===== src/rtl/pc_sequencer_pkg.sv =====
// Shared types and defaults for the program-counter sequencer.
// It holds the state encoding, the default widths and the PC reset vector.
package pc_sequencer_pkg;

   typedef enum logic [1:0] {
      ST_IDLE   = 2'd0,
      ST_RUN    = 2'd1,
      ST_HALTED = 2'd2
   } state_e;

   localparam int D_DEF  = 12;
   localparam int A_DEF  = 5;
   localparam int CW_DEF = 16;

   localparam logic [D_DEF-1:0] PC_RESET_VEC = 12'd0;

endpackage


===== src/rtl/pc_sequencer_pc_next.sv =====
// Combinational next-PC candidate.
// The candidate is an absolute table target, a PC-relative table target, or pc+1.
module pc_sequencer_pc_next #(
   parameter int D = 12
) (
   input  logic [D-1:0] pc,
   input  logic [D-1:0] lut_target,
   input  logic         branch_taken,
   input  logic         abs_jump,
   output logic [D-1:0] pc_cand
);

   // Select the next-PC source. The relative offset is two's complement, so a
   // plain D-bit add wraps correctly in both directions.
   always_comb begin
      pc_cand = pc;
      if (branch_taken) begin
         if (abs_jump) begin
            pc_cand = lut_target;
         end else begin
            pc_cand = pc + lut_target;
         end
      end else begin
         pc_cand = pc + {{(D-1){1'b0}}, 1'b1};
      end
   end

endmodule


===== src/rtl/pc_sequencer.sv =====
// Program-counter sequencer with an IDLE/RUN/HALTED control FSM and branch resolution.
// It also keeps a saturating run-cycle counter.
module pc_sequencer
   import pc_sequencer_pkg::*;
#(
   parameter int D  = D_DEF,
   parameter int A  = A_DEF,
   parameter int CW = CW_DEF
) (
   input  logic          clk,
   input  logic          reset,
   input  logic          start,
   input  logic          stall,
   input  logic          halt_req,
   input  logic          branch_taken,
   input  logic          abs_jump,
   input  logic [A-1:0]  lut_idx,
   output logic [A-1:0]  lut_addr,
   input  logic [D-1:0]  lut_target,
   output logic [D-1:0]  pc,
   output logic          running,
   output logic          done,
   output logic [CW-1:0] cycle_count
);

   localparam logic [D-1:0] PC_RST = D'(PC_RESET_VEC);

   state_e          state_r;
   state_e          state_n_s;
   logic [D-1:0]    pc_r;
   logic [D-1:0]    pc_n_s;
   logic [D-1:0]    pc_cand_s;
   logic [CW-1:0]   cnt_r;
   logic [CW-1:0]   cnt_n_s;
   logic [CW-1:0]   cnt_sat_s;
   logic            running_r;
   logic            done_r;

   assign lut_addr    = lut_idx;
   assign pc          = pc_r;
   assign running     = running_r;
   assign done        = done_r;
   assign cycle_count = cnt_r;

   pc_sequencer_pc_next #(
      .D (D)
   ) u_pc_next (
      .pc           (pc_r),
      .lut_target   (lut_target),
      .branch_taken (branch_taken),
      .abs_jump     (abs_jump),
      .pc_cand      (pc_cand_s)
   );

   // Saturating increment: the counter sticks at all-ones instead of wrapping.
   always_comb begin
      if (cnt_r == {CW{1'b1}}) begin
         cnt_sat_s = cnt_r;
      end else begin
         cnt_sat_s = cnt_r + {{(CW-1){1'b0}}, 1'b1};
      end
   end

   // Next-state, next-pc and next-count. In RUN, stall beats halt, and halt beats a branch.
   always_comb begin
      state_n_s = state_r;
      pc_n_s    = pc_r;
      cnt_n_s   = cnt_r;
      case (state_r)
         ST_IDLE: begin
            pc_n_s = PC_RST;
            if (start) begin
               state_n_s = ST_RUN;
               cnt_n_s   = {CW{1'b0}};
            end else begin
               state_n_s = ST_IDLE;
            end
         end
         ST_RUN: begin
            cnt_n_s = cnt_sat_s;
            if (stall) begin
               state_n_s = ST_RUN;
            end else if (halt_req) begin
               state_n_s = ST_HALTED;
            end else begin
               pc_n_s = pc_cand_s;
            end
         end
         ST_HALTED: begin
            if (start) begin
               state_n_s = ST_RUN;
               pc_n_s    = PC_RST;
               cnt_n_s   = {CW{1'b0}};
            end else begin
               state_n_s = ST_HALTED;
            end
         end
         default: begin
            state_n_s = ST_IDLE;
            pc_n_s    = PC_RST;
            cnt_n_s   = {CW{1'b0}};
         end
      endcase
   end

   // State, pc and counter registers. running and done are registered decodes of the next state.
   always_ff @(posedge clk) begin
      if (reset) begin
         state_r   <= ST_IDLE;
         pc_r      <= PC_RST;
         cnt_r     <= {CW{1'b0}};
         running_r <= 1'b0;
         done_r    <= 1'b0;
      end else begin
         state_r   <= state_n_s;
         pc_r      <= pc_n_s;
         cnt_r     <= cnt_n_s;
         running_r <= (state_n_s == ST_RUN);
         done_r    <= (state_n_s == ST_HALTED);
      end
   end

endmodule


===== config.mk =====
export PLATFORM = sky130hd
export DESIGN_NAME = pc_sequencer
export DESIGN_NICKNAME = d
export VERILOG_FILES = /design/src/rtl/pc_sequencer_pkg.sv /design/src/rtl/pc_sequencer_pc_next.sv /design/src/rtl/pc_sequencer.sv
export SDC_FILE = /design/constraint.sdc
export NUM_CORES = 1
export LEC_CHECK = 0
export ABC_AREA = 1
export BUFFER_PORTS_ARGS = -buffer_cell sky130_fd_sc_hd__buf_2
export CAP_MARGIN = 40
export CORE_ASPECT_RATIO = 0.7
export CORE_MARGIN = 5
export CORE_UTILIZATION = 50
export DETAILED_ROUTE_END_ITERATION = 8
export PLACE_DENSITY_LB_ADDON = 0.15
export REMOVE_ABC_BUFFERS = 1
export SLEW_MARGIN = 20
export SYNTH_ARGS = -nofsm -noshare
export SYNTH_HDL_FRONTEND = slang
export SYNTH_SLANG_ARGS = --single-unit

===== constraint.sdc =====
create_clock -name clk -period 1.6 [get_ports clk]
set_input_delay 0.32 -clock clk [delete_from_list [all_inputs] [get_ports clk]]
set_output_delay 0.32 -clock clk [all_outputs]
set_load 0.05 [all_outputs]

==> reports/metrics.csv <==
stage,metric,value,unit
synthesis,Synth Area per Inst,6.03,µm²
run_status,outcome,"complete, but fails checks",
critical_path,FF-to-FF End,pc[8]$_SDFFE_PP0P_,
timing,Setup Skew,0.00829,ns
timing,Final Hold Fails,0,
placed_design,Placement Cell Area,0.00331,mm²
finish,antenna diode count,0,
grt,initial antenna violation count,0,
finish,final net count,578,
drt,drt total wl,8.98,mm
drt,Post-DRT Antenna Nets,0,
timing,f_max,591,MHz
synthesis,Synth Cell Area,0.00266,mm²
cts,Root Driver,clkbuf_8,
finish,"commonest non-fill, non-tap cell in the layout",nand2_1,
timing,final worst path period need,1.69,ns
synthesis,Post-Synthesis Cells,440,
synthesis,sequential area share after synthesis,24.1,%
run,maxcap violations,0,
drt,routed len/inst,14.7,µm
drt,starting DRC count in detailed routing,318,
critical_path,critical path type,reg2reg,
drt,Initial DRT Pass Iterations,5,
floorplan,FP Rows,22,
cts,Skew-Pair Late Insertion Delay,0.30,ns
finish,design area,0.00378,mm²
finish,"Cell Count, Final, Fillers Out",613,
floorplan,IO Pins,59,
placed_design,port bufs,48,
critical_path,Worst Path Arrival,1.92,ns
min_path,min-delay src,start,
placed_design,Placed Instances,601,
critical_path,Worst Path Required,1.83,ns
power,pwr/cell area,515,mW/mm²
critical_path,crit end category,flop,
cts,CTS max path bufs,2,
synthesis,synthesis-stage register bit count,32,
finish,area grow syn2layout,42.3,%
grt,pin count of the biggest net entering global routing,25,
synthesis,Synth area leaders,"dfxtp_1, nand2_1, inv_1",
synthesis,Yosys top cell by area,dfxtp_1,
finish,Post-Route Utilization,72.6,%
finish,share of cells above drive strength 1,33.5,%
timing,RSZ-0062 raised after global routing,true,
timing,"Slew Viols, Final",0,
finish,Filler cells,434,
critical_path,slowest library cell on the worst path,fa_2,
min_path,Hold EP,state_r[0]$_SDFF_PP0_,
timing,Worst-Margin Slew,0.324,ns
drt,via count,3333,
grt,total track usage,23.6,%
cts,Hold Buf Count CTS,0,
power,Design Power,1.95,mW
critical_path,peak per-stage delay on the critical path,0.37,ns
critical_path,R2R Path Start,pc[0]$_SDFFE_PP0P_,
timing,slew margin rel.,78.2,%
timing,post-route setup TNS,-0.263,ns
floorplan,Core ar.,0.00520,mm²
synthesis,Ys Warns,0,
synthesis,Unique masters post-synth,35,
grt,global-route wire length before repair,13.5,mm
finish,most frequent cells in the layout,"nand2_1, inv_1, buf_4",
min_path,Hold Path Cell Cnt,3,
floorplan,starting density of the core,51.0,%
drt,# DRC,0,
drt,Via density,5.44,
floorplan,Die H,71.0,µm
cts,"Reg clk slew, reported paths",0.07,ns
synthesis,top cell type's share of synthesized area,24.1,%
cts,clk sinks,32,
min_path,min-delay worst type,in2reg,
critical_path,worst-path cell chain,ha_4 -> fa_2 -> nand2_2 -> nand3_2 -> nand3_2 -> nand2_2 -> nand2_1 -> nand2_1 -> o21ai_1 -> nand2_1 -> a21oi_1,
placed_design,Final HPWL DP,6.42,mm
floorplan,die area,0.00689,mm²
placed_design,gpl congestion,0.921,
floorplan,Die X,97.1,µm
timing,Worst Slack Setup Final,-0.0927,ns
cts,CTS tree,done,
power,Leak Pwr,1.76,nW
grt,total grt overflow,0,
critical_path,crit-path most repeated cell,nand2_1,
critical_path,Worst R2R Setup Slack,-0.09,ns
critical_path,worst reg2reg path depth,11,
timing,Final Cycle Share,106,%
power,VDD IR-drop max,0.000458,V
critical_path,CP Launch Type,flop,
timing,endpoints failing setup,6,
cts,depth of the CTS H-tree,2,
run_status,failing checks,setup timing,
critical_path,Worst Path Max Fanout,3,
cts,CTS buffer count,5,
grt,vias in the first global route,2888,
[kinds of logic (layout without fill, tap and decap cells)]
logic type	Yosys count	in the layout	share of synthesized area, %
adder cells (fa/ha/maj)	14	14	6.88
flip-flops	32	32	24.1
XOR/XNOR	7	7	2.31
buffers and inverters	78	179	12.2
AO/OA/AOI/OAI	71	71	14.8
AND/OR/NAND/NOR	238	238	39.6
[timing repair]
item / 4_1_cts / 5_1_grt
setup endpoints to repair: 23 / 26
gates resized for setup: 30 / 54
pin swaps: 14 / 12
setup buffers: 1 / 3
[area by class of cell]
class	instances	area, µm²	area share (%)
Inverter	64	240	6.36
Sequential cell	32	657	17.4
Multi-Input combinational cell	330	2000	52.8
Timing Repair Buffer	107	702	18.6
Clock inverter	2	10.0	0.265
Clock buffer	6	82.6	2.19
Tap cell	72	90.1	2.38
[how the worst max path moves through the flow]
| stage | from | to | slack, ns | depth (start not counted) |
|---|---|---|---|---|
| after floorplan | cycle_count[0]$_SDFFE_PP0P_ | cycle_count[5]$_SDFFE_PP0P_ | -0.53 | 8 |
| after global placement | lut_target[0] | pc[8]$_SDFFE_PP0P_ | -0.27 | 12 |
| final | pc[0]$_SDFFE_PP0P_ | pc[8]$_SDFFE_PP0P_ | -0.09 | 11 |
| after CTS | pc[0]$_SDFFE_PP0P_ | pc[8]$_SDFFE_PP0P_ | -0.08 | 11 |
| after detailed placement | lut_target[0] | pc[8]$_SDFFE_PP0P_ | -0.33 | 12 |
| after global routing | pc[6]$_SDFFE_PP0P_ | pc[11]$_SDFFE_PP0P_ | -0.20 | 12 |
[synth_stat cells (all sizes together)]
| library cell | count |
|---|---|
| a211oi | 1 |
| a21o | 2 |
| a21oi | 43 |
| a31o | 1 |
| and2 | 1 |
| buf | 8 |
| clkbuf | 6 |
| clkinv | 3 |
| dfxtp | 32 |
| fa | 1 |
| ha | 13 |
| inv | 61 |
| nand2 | 129 |
| nand3 | 35 |
| nand3b | 4 |
| nand4 | 11 |
| nor2 | 31 |
| nor3 | 19 |
| nor3b | 4 |
| nor4 | 2 |
| o2111ai | 1 |
| o21ai | 16 |
| o21bai | 5 |
| o22ai | 2 |
| or2 | 2 |
| xnor2 | 2 |
| xor2 | 5 |
[per-stage QoR]
step,setup WS [ns],hold slack (ns)
after floorplan,-0.525,0.389
after global placement,-0.268,0.549
after detailed placement,-0.330,0.552
after CTS,-0.0838,0.343
after global routing,-0.200,0.365
final,-0.0927,0.352
[state kept, by name, summed over array words and instances, names as in the netlist]
register	count
cycle_count	16
pc	12
state_r	2
done	1
running	1
[critical path: cells and delay by family (launching register included)]
kind	cells	cell delay, ns
and+or+nand+nor	7	0.50
DFF	1	0.36
AOI/OAI and AO/OA	2	0.23
adders and majority gates	2	0.53
[report_power, final]
group | total (mW) | switching (mW) | internal (mW)
Clock | 0.684 | 0.340 | 0.344
Combinational | 0.441 | 0.272 | 0.169
Sequential | 0.820 | 0.0124 | 0.808
[per-layer routing]
layer | vias to the layer above | wire length, µm | GRT usage (%)
li1 | 1637 | - | -
met1 | 1510 | 4090 | 34.7
met2 | 170 | 3980 | 34.9
met3 | 16 | 808 | 5.02
met4 | 0 | 99 | 5.61
met5 | - | 0 | 0
No activity file was read; power rests on OpenSTA's default activity.
